--- config.mk ---
export PLATFORM = sky130hd
export DESIGN_NAME = hilo_acc_bank
export DESIGN_NICKNAME = d
export VERILOG_FILES = /design/src/rtl/hilo_acc_bank.sv
export SDC_FILE = /design/constraint.sdc
export NUM_CORES = 1
export LEC_CHECK = 0
export BUFFER_PORTS_ARGS = -buffer_cell sky130_fd_sc_hd__buf_2
export CAP_MARGIN = 20
export CORE_MARGIN = 3
export CORE_UTILIZATION = 45
export DETAILED_ROUTE_END_ITERATION = 16
export HOLD_SLACK_MARGIN = 0.03
export PLACE_DENSITY_LB_ADDON = 0.1
export SLEW_MARGIN = 20
export SYNTH_ARGS = -nofsm -noshare
export SYNTH_HDL_FRONTEND = slang
export SYNTH_SLANG_ARGS = --single-unit
--- constraint.sdc ---
create_clock -name clk -period 4.5 [get_ports clk]
set_input_delay 0.45 -clock clk [delete_from_list [all_inputs] [get_ports clk]]
set_output_delay 0.45 -clock clk [all_outputs]
set_load 0.01 [all_outputs]
--- src/rtl/hilo_acc_bank.sv ---
// HI/LO special-register bank with per-context pairs, write bypass and a
// two-cycle split-carry MADD/MSUB pipeline (LO first, HI one edge later).
module hilo_acc_bank #(
  parameter int DATA_W  = 32,
  parameter int NUM_CTX = 2,
  localparam int CTX_W  = (NUM_CTX > 1) ? $clog2(NUM_CTX) : 1
) (
  input  logic              clk,
  input  logic              rst,
  input  logic              md_valid,
  output logic              md_ready,
  input  logic [CTX_W-1:0]  md_ctx,
  input  logic [1:0]        md_op,
  input  logic [DATA_W-1:0] md_hi,
  input  logic [DATA_W-1:0] md_lo,
  input  logic              mt_hi_we,
  input  logic              mt_lo_we,
  input  logic [CTX_W-1:0]  mt_ctx,
  input  logic [DATA_W-1:0] mt_data,
  input  logic [CTX_W-1:0]  rd_ctx,
  output logic [DATA_W-1:0] hi_rd,
  output logic [DATA_W-1:0] lo_rd,
  output logic              rd_valid
);

  typedef enum logic {IDLE, ACC_HI} state_t;

  state_t state_q, state_d;

  logic [DATA_W-1:0] hi_q [NUM_CTX];
  logic [DATA_W-1:0] lo_q [NUM_CTX];

  logic [CTX_W-1:0]  pend_ctx;
  logic              pend_ok;
  logic              pend_sub;
  logic              pend_cb;
  logic [DATA_W-1:0] pend_hi;

  logic              accept;
  logic              md_acc_op;
  logic              md_wr;
  logic              md_acc;
  logic              md_ok;
  logic              rd_ok;
  logic              in_acc;
  logic [DATA_W-1:0] lo_cur;
  logic [DATA_W:0]   acc_lo;
  logic [DATA_W-1:0] hi_cur;
  logic [DATA_W-1:0] hi_fin;

  function automatic logic ctx_ok(input logic [CTX_W-1:0] c);
    return 32'(c) < 32'(NUM_CTX);
  endfunction

  assign md_ready  = (state_q == IDLE);
  assign accept    = md_valid & md_ready;
  assign md_acc_op = md_op[0] ^ md_op[1];
  assign md_wr     = accept & ~md_acc_op;
  assign md_acc    = accept & md_acc_op;
  assign md_ok     = ctx_ok(md_ctx);
  assign rd_ok     = ctx_ok(rd_ctx);
  assign in_acc    = (state_q == ACC_HI);

  // Extra top bit of the LO result is the carry (add) or borrow (sub).
  assign lo_cur = md_ok ? lo_q[md_ctx] : '0;
  assign acc_lo = md_op[1] ? {1'b0, lo_cur} - {1'b0, md_lo}
                           : {1'b0, lo_cur} + {1'b0, md_lo};

  assign hi_cur = pend_ok ? hi_q[pend_ctx] : '0;
  assign hi_fin = pend_sub ? hi_cur - pend_hi - DATA_W'(pend_cb)
                           : hi_cur + pend_hi + DATA_W'(pend_cb);

  always_comb begin
    state_d = state_q;
    unique case (state_q)
      IDLE:    if (md_acc) state_d = ACC_HI;
      ACC_HI:  state_d = IDLE;
      default: state_d = IDLE;
    endcase
  end

  always_ff @(posedge clk or negedge rst) begin
    if (!rst) begin
      state_q  <= IDLE;
      pend_ctx <= '0;
      pend_ok  <= 1'b0;
      pend_sub <= 1'b0;
      pend_cb  <= 1'b0;
      pend_hi  <= '0;
    end else begin
      state_q <= state_d;
      if (md_acc) begin
        pend_ctx <= md_ctx;
        pend_ok  <= md_ok;
        pend_sub <= md_op[1];
        pend_cb  <= acc_lo[DATA_W];
        pend_hi  <= md_hi;
      end
    end
  end

  // The younger MTHI overrides a pending HI update of the same context.
  always_ff @(posedge clk or negedge rst) begin
    if (!rst) begin
      for (int i = 0; i < NUM_CTX; i++) begin
        hi_q[i] <= '0;
        lo_q[i] <= '0;
      end
    end else begin
      for (int i = 0; i < NUM_CTX; i++) begin
        if (md_wr && md_ctx == CTX_W'(i))
          hi_q[i] <= md_hi;
        else if (mt_hi_we && mt_ctx == CTX_W'(i))
          hi_q[i] <= mt_data;
        else if (in_acc && pend_ctx == CTX_W'(i))
          hi_q[i] <= hi_fin;

        if (md_wr && md_ctx == CTX_W'(i))
          lo_q[i] <= md_lo;
        else if (md_acc && md_ctx == CTX_W'(i))
          lo_q[i] <= acc_lo[DATA_W-1:0];
        else if (mt_lo_we && mt_ctx == CTX_W'(i))
          lo_q[i] <= mt_data;
      end
    end
  end

  always_comb begin
    hi_rd    = '0;
    lo_rd    = '0;
    rd_valid = 1'b1;
    if (rd_ok) begin
      hi_rd = hi_q[rd_ctx];
      lo_rd = lo_q[rd_ctx];
      if (in_acc && pend_ctx == rd_ctx)
        hi_rd = hi_fin;
      if (mt_hi_we && mt_ctx == rd_ctx)
        hi_rd = mt_data;
      if (mt_lo_we && mt_ctx == rd_ctx)
        lo_rd = mt_data;
      if (md_acc && md_ctx == rd_ctx) begin
        lo_rd    = acc_lo[DATA_W-1:0];
        rd_valid = 1'b0;
      end
      if (md_wr && md_ctx == rd_ctx) begin
        hi_rd = md_hi;
        lo_rd = md_lo;
      end
    end
  end

endmodule

Word-level counts from Yosys, hierarchy flattened:

Cells that the tools add are included.

* logic and storage cells: 89
* bits of input ports: 106
* register bits after elaboration: 165
* output and inout port bits: 66

* muxes and demuxes: 36
* order comparisons: 3
* equality and inequality tests: 3
* reductions and logical operators: 19
* add/sub/neg operators: 6
* bitwise operators: 12

Operators with widths (count)
* 32-bit two-way mux: 32
* 32-bit by 32-bit adder with 33-bit output: 1
* 33-bit two-way mux: 1
* 32-bit by 32-bit subtractor with 33-bit output: 1
* 32-bit by 1-bit adder with 32-bit output: 1
* 32-bit adder: 1
* 32-bit by 1-bit subtractor with 32-bit output: 1
* 32-bit subtractor: 1
* 1-bit logical AND: 15
* 3-bit nonzero test: 4
* 2-bit >= comparator, second input constant: 3
* 1-bit inverter with 2-bit output: 3
* 1-bit inverter: 5
* 1-bit bitwise AND: 3
* 1-bit == test: 3
* 1-bit two-way mux: 2
* 1-bit one-hot mux with 2 select lines: 1
* 1-bit XOR: 1

Longest topological paths before layout:

Gate-level depths: netlist (run 1).

* depth after elaboration: 11
* gate-level depth with buffers: 19
* gate-level depth less buffers: 19

Least setup slack after synthesis (run 1):

OpenSTA, ideal clock, no wires.

* path type: flip-flop to output port
* start: register pend_ctx
* end: output port hi_rd[30]
* path buffers: 2
* required time: 4.050 ns
* path slack: -0.097 ns
* stages on the path, launching flop included: 18
* arrival time: 4.147 ns
* path through: dfrtp_1 clkbuf_1 buf_1 mux2_2 nand2_1 inv_1 fa_1 fa_1 nor2b_1 o221ai_2 a21oi_2 a311oi_4 nor2_2 a31oi_4 o31ai_2 mux2_4 a221oi_2 a21bo_1

* cells in the longest elaborated chain, start to end: 11
* elaborated cells between the ends (all ways): 15
* classes of those cells: add/sub: 4; eq/ne: 1; mux: 8; bitwise: 1; reduce/logical: 1

RTL lines
* from (decl): line 33 `logic [CTX_W-1:0] pend_ctx;`
* from (signal assigned): line 93 `pend_ctx <= md_ctx;`
* 1-bit inverter with 2-bit output (implied by the code): line 69 `assign hi_cur = pend_ok ? hi_q[pend_ctx] : '0;`
* 32-bit two-way mux (implied by the code) (3 in a row): line 69
* 32-bit two-way mux: line 69
* 32-bit adder / 32-bit subtractor (equally long branches): line 71, 70
* 32-bit by 1-bit adder with 32-bit output / 32-bit by 1-bit subtractor with 32-bit output (equally long branches): line 71, 70
* 32-bit two-way mux: line 70 `assign hi_fin = pend_sub ? hi_cur - pend_hi - DATA_W'(pend_cb)`
* 32-bit two-way mux (*): line 135 `if (in_acc && pend_ctx == rd_ctx)`
* 32-bit two-way mux (*): line 137 `if (mt_hi_we && mt_ctx == rd_ctx)`
* 32-bit two-way mux (*): line 145 `if (md_wr && md_ctx == rd_ctx) begin`
* to (decl): line 21 `output logic [DATA_W-1:0] hi_rd,`

Mark *: on every way between the ends. The rest lies on a longest branch, timed or not. The select of a mux whose other input is x is not followed.

Worst setup path after layout (run 1):

* start: register pend_ctx
* end: output port hi_rd[28]

The elaborated chain is that of the path after synthesis.

==> summary.md, run 1 <==
| Metric | Value |
|---|---|
| Status | finished with violations |
| Failing checks | setup timing |
| Avg WL per Cell | 20.8 um |
| Crit Reg-Reg Endpoint | hi_q[63] |
| Finished Cell Area | 23100 um2 |
| GPL Wtd Cong | 0.901 |
| CTS tree | done |
| Relative slew slack | 21.4% |
| Met1 GRT Util | 41.3% |
| Syn. warnings | 0 |
| WP data required | 4.05 ns |
| LEAKAGE | 9.99 nW |
| #FFs+latches synth | 165 |
| Register area share after synthesis | 23.7% |
| Most Crowded Layer GR | met2 |
| Fin crit period | 4.72 ns |
| Max capacitance violation total | 0 |
| WS Path Type | flip-flop to primary output |
| DRT Pass-1 Iters | 5 |
| Final layout net count | 2795 |
| Post-cts hold buffer count | 0 |
| Initial antenna violation count | 4 |
| Port bufs | 171 |
| CTS buffer count | 17 |
| Latest clock arrival within the worst-skew pair | 0.45 ns |
| CTS root buf | clkbuf_16 |
| Die footprint | 41100 um2 |
| Clock Skew | 0.0139 ns |
| Largest net degree at the start of global routing | 88 |
| Via Count | 18.5k |
| Placed Instances | 2998 |
| Pre-CTS WS | -0.416 ns |
| R2r worst-path depth | 19 |
| Crit Path Max Fanout | 4 |
| Sink Count | 165 |
| Worst slew pin tran | 1.17 ns |
| ANT nets after route | 0 |
| H-tree Lvls | 4 |
| Met3 usage | 5.03% |
| CP arrival | 4.27 ns |
| VDD IR-drop max | 0.000335 V |
| Global-route met2 utilization | 48.0% |
| I/O Pins | 172 |
| DP Wirelength | 46700 um |
| Vias in the first global route | 18.1k |
| Post-layout util | 60.8% |
| Die H | 203 um |
| RSZ-0062 raised after global routing | true |
| Die X | 203 um |
| Post-synth EDFFs | 0 |
| Share of cells above drive strength 1 | 34.6% |
| Syn avg cell area | 7.85 um2 |
| Hold/Removal Path Class | input pin to async pin |
| Pwr Density | 798 nW/um2 |
| # DRC | 0 |
| Slew Limit Fails | 0 |
| Ys flop type | dfrtp_1 |
| Startpoint types | flip-flop |
| Cells after Synth | 2219 |
| Worst R2R Setup Slack | 0.32 ns |
| Layout Cells excl Fill | 3086 |
| Area grow syn2layout | 32.4% |
| Ys async rst share | 100% |
| Vias/cell | 5.98 |
| First-pass GRT wire length | 99100 um |
| Worst r2r src | pend_ctx |
| Initial Utilization | 45.9% |
| Final Cycle Share | 105% |
| Max Clk Rate | 212 MHz |
| Worst setup path end | hi_rd[28] |
| GRT overflow | 0 |
| Synth Cell Area | 17400 um2 |
| Clock transition at path regs | 0.07 ns |
| Worst-case clock buffer depth | 2 |
| Syn Nets | 2451 |
| Synth cell types | 84 |
| Cell Area, Placed | 20300 um2 |
| Power Total | 0.0184 W |
| Crit end category | primary output |
| Final Setup Violations | 20 |
| Final number of hold-violating endpoints | 0 |
| Crit path setup slack, layout | -0.223 ns |
| Gr usage total | 30.2% |
| Drt initial violations | 1192 |
| Wirelength, routed | 64300 um |
| Cell Rows | 71 |
| CP startpoint | pend_ctx |
| Core area | 37900 um2 |
[flip-flops by register name, summed over array words and instances (netlist names)]
name      cells
hi_q         64
pend_cb       1
pend_ctx      1
pend_hi      32
in_acc        1
lo_q         64
pend_sub      1
pend_ok       1
[synth_stat cells (all sizes together), types with 28 or more instances]
cell type,count,area share [%]
dfrtp,165,24
nor2b,46,1.7
mux2,105,6.8
and3,41,1.5
buf,30,0.73
nand2,227,4.9
clkbuf,114,2.5
a21oi,246,7.1
xor2,28,1.4
nor2,165,3.6
ha,121,8.7
nor3,28,0.80
inv,115,2.5
xnor2,87,4.4
o211ai,49,2.1
a211oi,84,3.6
o21ai,177,5.1
or3,32,1.1
mux2i,81,4.7
[per-layer routing]
layer,share of wire [%],up-vias
met1,44,8862
met2,45,707
met5,0.042,-
li1,-,8745
met3,7.1,132
met4,3.4,4
[worst max-delay path, stage by stage, from the launching register on]
cell and delay, ns:
dfrtp_2 0.47, mux2_4 0.23, nand2_4 0.05, fa_2 0.37, fa_2 0.39, a21boi_4 0.26
nor4_4 0.07, o211a_1 0.27, o211ai_1 0.33, nand2_2 0.13, o311ai_4 0.30, a41oi_2 0.17
xnor2_1 0.20, mux2i_1 0.11, buf_4 0.17, o22ai_1 0.12, buf_2 0.17
[worst min path at each step]
stage                     cells after the start  startpoint        to  slack, ns
final                                         1         rst  lo_q[36]       0.02
after global routing                          1         rst  lo_q[36]       0.08
after CTS                                     1         rst  lo_q[36]       0.06
after detailed placement                      2    hi_q[38]  hi_q[38]       0.48
after global placement                        2    hi_q[40]  hi_q[40]       0.48
after floorplan                               0         rst   hi_q[0]       0.15
[stage by stage]
stage	setup TNS [ns]	hold WS, ns
2_1_floorplan	0	0.154
5_1_grt	-6.35	0.0776
4_1_cts	-1.94	0.0633
6_report	-1.92	0.0200
3_3_place_gp	-3.02	0.480
3_5_place_dp	-4.01	0.483
[cells in the final DEF (no fill, tap or decap), types with 11 or more instances in the layout]
cell type / n
ha_4: 33
mux2_2: 96
nand3_1: 16
xor2_1: 26
nand2_1: 203
a31oi_1: 13
xnor2_2: 12
nor2_1: 150
o21bai_1: 11
o21a_1: 12
a21oi_2: 46
a21o_1: 21
o21ai_0: 117
a221oi_1: 16
buf_4: 282
a21oi_1: 191
mux2i_1: 78
o21ai_2: 22
clkbuf_16: 17
nand2_2: 20
inv_1: 100
and3_1: 37
o221ai_1: 24
nor2b_1: 43
nor3_1: 23
dfrtp_1: 162
xnor2_1: 74
o211ai_1: 49
or3_1: 30
inv_2: 13
buf_2: 162
a211oi_1: 76
ha_1: 85
o21ai_1: 33
buf_6: 19
[timing repair]
action | CTS | global route
setup buffers | 43 | 21
setup endpoints to repair | 43 | 49
pin swaps | 89 | 84
cloned | 1 | 0
resized for setup | 242 | 147
[where the power goes]
group          internal [W]  leakage, nW  switching (W)
logic               0.00694         7.79        0.00757
registers           0.00195         1.92       0.000416
clock network      0.000885        0.283       0.000634
total               0.00978         9.99        0.00862
[kinds of logic after synthesis]
family	count (synthesis)	share of synthesized area, %
AOI/OAI and AO/OA	753	27.8
buffers and inverters	259	5.67
and+or+nand+nor	615	16.3
muxes	186	11.5
adders and majority gates	126	9.27
DFF	165	23.7
xor gates and xnor gates	115	5.78
[area by class of cell]
type | count | area, um2
sequential | 165 | 4130
fill | 3414 | 14900
antenna | 1 | 2.50
timing repair buffer | 469 | 3260
clock inverter | 7 | 96.3
clock buffer | 23 | 498
inverter | 115 | 437
tap | 511 | 639
multi-input combinational | 1795 | 14000
Note: power is estimated with default switching activity, not from simulation.
==> run 2: changes to the inputs <==
Settings changed: CORE_UTILIZATION 45 to 55, REMOVE_ABC_BUFFERS from default to 1.
==> run 2 against run 1 <==
The flow still finishes with violations (setup timing). Clock power up 5%. Hold slack better by 0.083 ns. Maximum frequency is 2.7% lower. Final cell count decreased by 4.3%. Sequential power barely moved. Critical path depth is 1 higher. Power shrank 3.1%. Clock skew shrank 0.0028 ns. Critical path type unchanged. Critical endpoint is now hi_rd[30].
==> summary.md, run 2 (synthesized netlist as in run 1, its figures left out) <==
| Metric | Value |
|---|---|
| CTS buffer count | 17 (unchanged) |
| Clock Skew | 0.0111 ns (was 0.0139 ns) |
| Core area | 30900 um2 (was 37900 um2) |
| Max Clk Rate | 206 MHz (was 212 MHz) |
| Die X | 184 um (was 203 um) |
| Cell Area, Placed | 20000 um2 (was 20300 um2) |
| GPL Wtd Cong | 0.987 (was 0.901) |
| Slew Limit Fails | 0 (unchanged) |
| WP data required | 4.05 ns (about the same) |
| Largest net degree at the start of global routing | 103 (was 88) |
| Sink Count | 165 (unchanged) |
| # DRC | 0 (unchanged) |
| RSZ-0062 raised after global routing | true (unchanged) |
| Worst R2R Setup Slack | 0.05 ns (was 0.32 ns) |
| Crit end category | primary output (unchanged) |
| H-tree Lvls | 4 (unchanged) |
| Vias/cell | 6.31 (was 5.98) |
| Avg WL per Cell | 21.5 um (was 20.8 um) |
| Die H | 184 um (was 203 um) |
| Final Setup Violations | 27 (was 20) |
| LEAKAGE | 9.85 nW (was 9.99 nW) |
| Met1 WL | 27000 um (was 28500 um) |
| Area grow syn2layout | 28.8% (was 32.4%) |
| Share of cells above drive strength 1 | 32.1% (was 34.6%) |
| Via Count | 18.6k (was 18.5k) |
| Critical path, cell by cell | mux2_4 -> nand2_4 -> inv_2 -> fa_2 -> fa_2 -> nor2b_4 -> o221ai_4 -> a21oi_4 -> a311oi_4 -> buf_4 -> nor2_4 -> a31oi_4 -> o31ai_2 -> mux2_4 -> a221oi_2 -> a21bo_1 -> buf_2 (was mux2_4 -> nand2_4 -> fa_2 -> fa_2 -> a21boi_4 -> nor4_4 -> o211a_1 -> o211ai_1 -> nand2_2 -> o311ai_4 -> a41oi_2 -> xnor2_1 -> mux2i_1 -> buf_4 -> o22ai_1 -> buf_2) |
| Worst-case clock buffer depth | 2 (unchanged) |
| Port bufs | 171 (unchanged) |
| DR WL met2 | 28700 um (was 29000 um) |
| R2r worst-path depth | 21 (was 19) |
| VDD IR-drop max | 0.000587 V (was 0.000335 V) |
| Crit path largest cell delay | 0.44 ns (was 0.47 ns) |
| DP Wirelength | 44500 um (was 46700 um) |
| Crit path setup slack, layout | -0.357 ns (was -0.223 ns) |
| ANT nets after route | 0 (unchanged) |
| Failing checks | setup timing (unchanged) |
| Initial Utilization | 56.3% (was 45.9%) |
| First-pass GRT wire length | 97900 um (was 99100 um) |
| Area of the multi-input gates | 13600 um2 (was 14000 um2) |
| DR WL met3 | 5760 um (was 4560 um) |
| Post-cts hold buffer count | 0 (unchanged) |
| Vias in the first global route | 17.8k (was 18.1k) |
| Final number of hold-violating endpoints | 0 (unchanged) |
| Crit Reg-Reg Endpoint | hi_q[13] (was hi_q[63]) |
| Status | finished with violations (unchanged) |
| Gr usage total | 36.3% (was 30.2%) |
| Latest clock arrival within the worst-skew pair | 0.45 ns (about the same) |
| Biggest regs | hi_q (64), lo_q (64), pend_hi (32) (unchanged) |
| GRT overflow | 0 (unchanged) |
| CP arrival | 4.41 ns (was 4.27 ns) |
| Drt initial violations | 1622 (was 1192) |
| Pwr Density | 795 nW/um2 (was 798 nW/um2) |
| Fin crit period | 4.86 ns (was 4.72 ns) |
| Die footprint | 33800 um2 (was 41100 um2) |
| Final Cycle Share | 108% (was 105%) |
| Fillers | 2425 (was 3414) |
| Cell Rows | 64 (was 71) |
| I/O Pins | 172 (unchanged) |
| DRT Pass-1 Iters | 5 (unchanged) |
| Worst slew pin tran | 1.02 ns (was 1.17 ns) |
| Slowest library cell on the worst path | dfrtp_2 (unchanged) |
| Wirelength, routed | 63400 um (was 64300 um) |
| Top sig layer | met5 (unchanged) |
| Worst r2r src | pend_ctx (unchanged) |
| Delay-heaviest family, CP | compound AO/OA/AOI/OAI gates (unchanged) |
| Storage element area | 4130 um2 (about the same) |
| CTS root buf | clkbuf_16 (unchanged) |
| Initial antenna violation count | 4 (unchanged) |
| Relative slew slack | 31.6% (was 21.4%) |
| Most frequent cells in the layout | buf_4 (258), nand2_1 (207), a21oi_1 (198), buf_2 (165), dfrtp_1 (163) (was buf_4 (282), nand2_1 (203), a21oi_1 (191), dfrtp_1 (162), buf_2 (162)) |
| CTS tree | done (unchanged) |
| Clock transition at path regs | 0.07 ns (about the same) |
| Hold_ws | 0.103 ns (was 0.0200 ns) |
| Crit Path Max Fanout | 3 (was 4) |
| WS Path Type | flip-flop to primary output (unchanged) |
| Hold/Removal Path Class | input pin to async pin (unchanged) |
| Final layout net count | 2773 (was 2795) |
| Finished Cell Area | 22400 um2 (was 23100 um2) |
| Max capacitance violation total | 0 (unchanged) |
| Commonest non-fill, non-tap cell in the layout | buf_4 (unchanged) |
| CP bufs+invs | 3 (was 2) |
| Startpoint types | flip-flop (unchanged) |
[run 2: changes by cell type in the layout (fill, tap and decap cells not counted), moves of 6 or more]
cell     before  now
a21oi_1     191  198
a21oi_2      46   40
buf_4       282  258
ha_1         85   91
ha_4         33   25
nor2_1      150  157
nor2_2        9    3
o21ai_0     117  126
xnor2_1      74   80
[run 2: area by class of cell]
cell class	count	area share (%)
multi-input cells	1795	60.8
flip-flops and latches	165	18.4
repair buffers	447	13.9
well taps	396	2.21
clock buffers	20	1.95
inverters	115	1.92
clock inverters	12	0.798
diodes	2	0.0223
[run 2: metal layers]
metal	vias up	track usage (%)
met3	162	6.27
li1	8699	-
met4	4	12.5
met5	-	0
met2	910	57.3
met1	8854	50.5
[run 2: report_power, final]
| group | internal [W] | total [W] | switching (W) |
|---|---|---|---|
| logic | 0.00654 | 0.0139 | 0.00734 |
| clock network | 0.000931 | 0.00159 | 0.000659 |
| registers | 0.00195 | 0.00235 | 0.000405 |
[run 2: what timing repair did]
item | in CTS | in global routing
pin swaps | 64 | 90
endpoints found under the setup margin | 40 | 47
buffers inserted | 22 | 36
gates cloned | 1 | 1
gates resized for setup | 142 | 159
[run 2: how the worst max path moves through the flow]
stage                        start         to  slack, ns  depth (start not counted)
after CTS                 pend_ctx  hi_rd[30]      -0.33                         17
after global routing      pend_ctx  hi_rd[28]      -0.46                         18
after floorplan             in_acc   hi_q[59]      -0.68                          9
after detailed placement  md_lo[7]  lo_rd[30]      -0.31                         21
after global placement    md_lo[7]  lo_rd[30]      -0.26                         21
final                     pend_ctx  hi_rd[30]      -0.36                         17
[run 2: stage by stage]
step | TNS (ns) | instances | worst slack (ns) | total power [W] | utilization, %
finish | -4.08 | 2952 | -0.357 | 0.0178 | 72.6
global route | -8.77 | 2951 | -0.461 | 0.0190 | 72.6
CTS | -3.32 | 2920 | -0.332 | 0.0163 | 69.6
detailed placement | -2.64 | 2866 | -0.314 | 0.0134 | 64.9
global placement | -1.50 | 2866 | -0.263 | 0.0132 | 64.9
floorplan | -11.96 | 2075 | -0.685 | 0.00940 | -
==> run 3: changes to the inputs <==
Settings changed: MAX_ROUTING_LAYER from default to met4.
==> run 3 against run 2 <==
First-iteration DRC count grew 6.2%. Critical endpoint unchanged. Largest cell class unchanged. The run still ends with setup timing left. Clock-buffer cell count grew 1. Core utilization grew 0.62 points. Sequential cell count is the same.
==> summary.md, run 3 (synthesized netlist as in run 1, its figures left out) <==
| Metric | Value |
|---|---|
| Via Count | 19.0k (was 18.6k) |
| GPL Wtd Cong | 1.04 (was 0.987) |
| VDD IR-drop max | 0.000513 V (was 0.000587 V) |
| Avg WL per Cell | 21.7 um (was 21.5 um) |
| WS Path Type | flip-flop to primary output (unchanged) |
| LEAKAGE | 9.92 nW (was 9.85 nW) |
| Failing checks | setup timing (unchanged) |
| Worst-case clock buffer depth | 2 (unchanged) |
| Fin crit period | 4.81 ns (was 4.86 ns) |
| Layout Cells excl Fill | 2972 (was 2952) |
| Hold_ws | 0.0466 ns (was 0.103 ns) |
| Final layout net count | 2791 (was 2773) |
| Pre-CTS WS | -0.389 ns (was -0.314 ns) |
| Relative slew slack | 32.0% (was 31.6%) |
| Vias in the first global route | 18.2k (was 17.8k) |
| Area grow syn2layout | 29.9% (was 28.8%) |
| Crit path setup slack, layout | -0.310 ns (was -0.357 ns) |
| Crit Path Max Fanout | 4 (was 3) |
| Gr usage total | 37.8% (was 36.3%) |
| Max Clk Rate | 208 MHz (was 206 MHz) |
| Port bufs | 171 (unchanged) |
| First-pass GRT wire length | 98900 um (was 97900 um) |
| Initial Utilization | 56.3% (unchanged) |
| # DRC | 0 (unchanged) |
| Max capacitance violation total | 0 (unchanged) |
| CP arrival | 4.36 ns (was 4.41 ns) |
| ANT nets after route | 0 (unchanged) |
| Largest net degree at the start of global routing | 85 (was 103) |
| Commonest non-fill, non-tap cell in the layout | buf_4 (unchanged) |
| CTS buffer count | 17 (unchanged) |
| WP data required | 4.05 ns (about the same) |
| GRT overflow | 0 (unchanged) |
| Placed Instances | 2870 (was 2866) |
| Final Setup Violations | 22 (was 27) |
| CTS root buf | clkbuf_16 (unchanged) |
| Cell Rows | 64 (unchanged) |
| Biggest regs | hi_q (64), lo_q (64), pend_hi (32) (unchanged) |
| CTS tree | done (unchanged) |
| RSZ-0062 raised after global routing | true (unchanged) |
| Slew Limit Fails | 0 (unchanged) |
| Final number of hold-violating endpoints | 0 (unchanged) |
| Share of cells above drive strength 1 | 33.4% (was 32.1%) |
| Clock Skew | 0.0167 ns (was 0.0111 ns) |
| Cell Area, Placed | 20000 um2 (about the same) |
| Vias/cell | 6.38 (was 6.31) |
| Power Total | 0.0179 W (was 0.0178 W) |
| Most frequent cells in the layout | buf_4 (283), nand2_1 (210), a21oi_1 (192), buf_2 (165), dfrtp_1 (163) (was buf_4 (258), nand2_1 (207), a21oi_1 (198), buf_2 (165), dfrtp_1 (163)) |
| Hold/Removal Path Class | input pin to async pin (unchanged) |
| Die X | 184 um (unchanged) |
| Final Cycle Share | 107% (was 108%) |
| Drt initial violations | 1722 (was 1622) |
| Worst slew pin tran | 1.02 ns (about the same) |
| Crit end category | primary output (unchanged) |
| I/O Pins | 172 (unchanged) |
| Initial antenna violation count | 4 (unchanged) |
| Core area | 30900 um2 (unchanged) |
| DP Wirelength | 45400 um (was 44500 um) |
| DRT Pass-1 Iters | 6 (was 5) |
| Die H | 184 um (unchanged) |
| Startpoint types | flip-flop (unchanged) |
| Sink Count | 165 (unchanged) |
| Wirelength, routed | 64500 um (was 63400 um) |
| Die footprint | 33800 um2 (unchanged) |
| Finished Cell Area | 22600 um2 (was 22400 um2) |
| Pwr Density | 790 nW/um2 (was 795 nW/um2) |
| H-tree Lvls | 4 (unchanged) |
| Status | finished with violations (unchanged) |
| Clock transition at path regs | 0.07 ns (about the same) |
| Latest clock arrival within the worst-skew pair | 0.45 ns (about the same) |
[run 3: layout make-up]
type / instances / area (um2)
Fill cell: 2423 / 8280
Clock buffer: 21 / 480
Inverter: 115 / 432
Clock inverter: 11 / 149
Timing Repair Buffer: 465 / 3170
Sequential cell: 165 / 4130
Multi-Input combinational cell: 1795 / 13800
Tap cell: 396 / 495
Antenna cell: 4 / 10.0
[run 3: routing by layer]
layer	part of all wire, %	vias to the layer above	track usage [%]
met4	3.4	0	13.5
li1	-	8759	-
met1	42	9084	50.6
met5	0	-	-
met2	45	956	57.9
met3	9.1	175	6.87
[run 3: worst paths after layout]
check | from | end | slack, ns | depth (start not counted)
max | pend_ctx | hi_rd[30] | -0.31 | 17
min | rst | pend_hi[30] | 0.05 | 1
max reg2reg | pend_ctx | hi_q[63] | 0.44 | 21
min reg2reg | hi_q[43] | hi_q[43] | 0.51 | 2
max in group asynchronous | rst | lo_q[22] | 3.42 | 2
min in group clk | md_hi[14] | pend_hi[14] | 0.30 | 2
[run 3: what timing repair did]
item / CTS / global route
hold buffers: 0 / 0
buffers inserted: 29 / 44
endpoints found under the setup margin: 42 / 49
pin swaps: 74 / 112
resized for setup: 123 / 204
[run 3: worst max-delay path: stages, from the launching register on]
cell,delay (ns)
dfrtp_2,0.45
mux2_4,0.32
nand2_4,0.08
inv_2,0.04
fa_2,0.39
fa_2,0.38
nor2b_4,0.15
o221ai_4,0.20
a21oi_4,0.11
a311oi_4,0.29
buf_4,0.19
nor2_4,0.05
a31oi_4,0.25
o31ai_4,0.08
mux2_4,0.34
a221oi_2,0.22
a21bo_1,0.24
buf_2,0.14
[run 3: per-stage QoR]
stage / utilization, % / TNS, ns
2_1_floorplan: - / -11.96
4_1_cts: 69.0 / -3.29
3_5_place_dp: 64.8 / -3.22
3_3_place_gp: 64.8 / -1.70
5_1_grt: 73.2 / -6.89
6_report: 73.2 / -3.19
[run 3: power by group]
| group | leakage (nW) | switching (W) | internal [W] |
|---|---|---|---|
| clock | 0.301 | 0.000645 | 0.000933 |
| combinational | 7.70 | 0.00741 | 0.00653 |
| sequential | 1.92 | 0.000414 | 0.00195 |
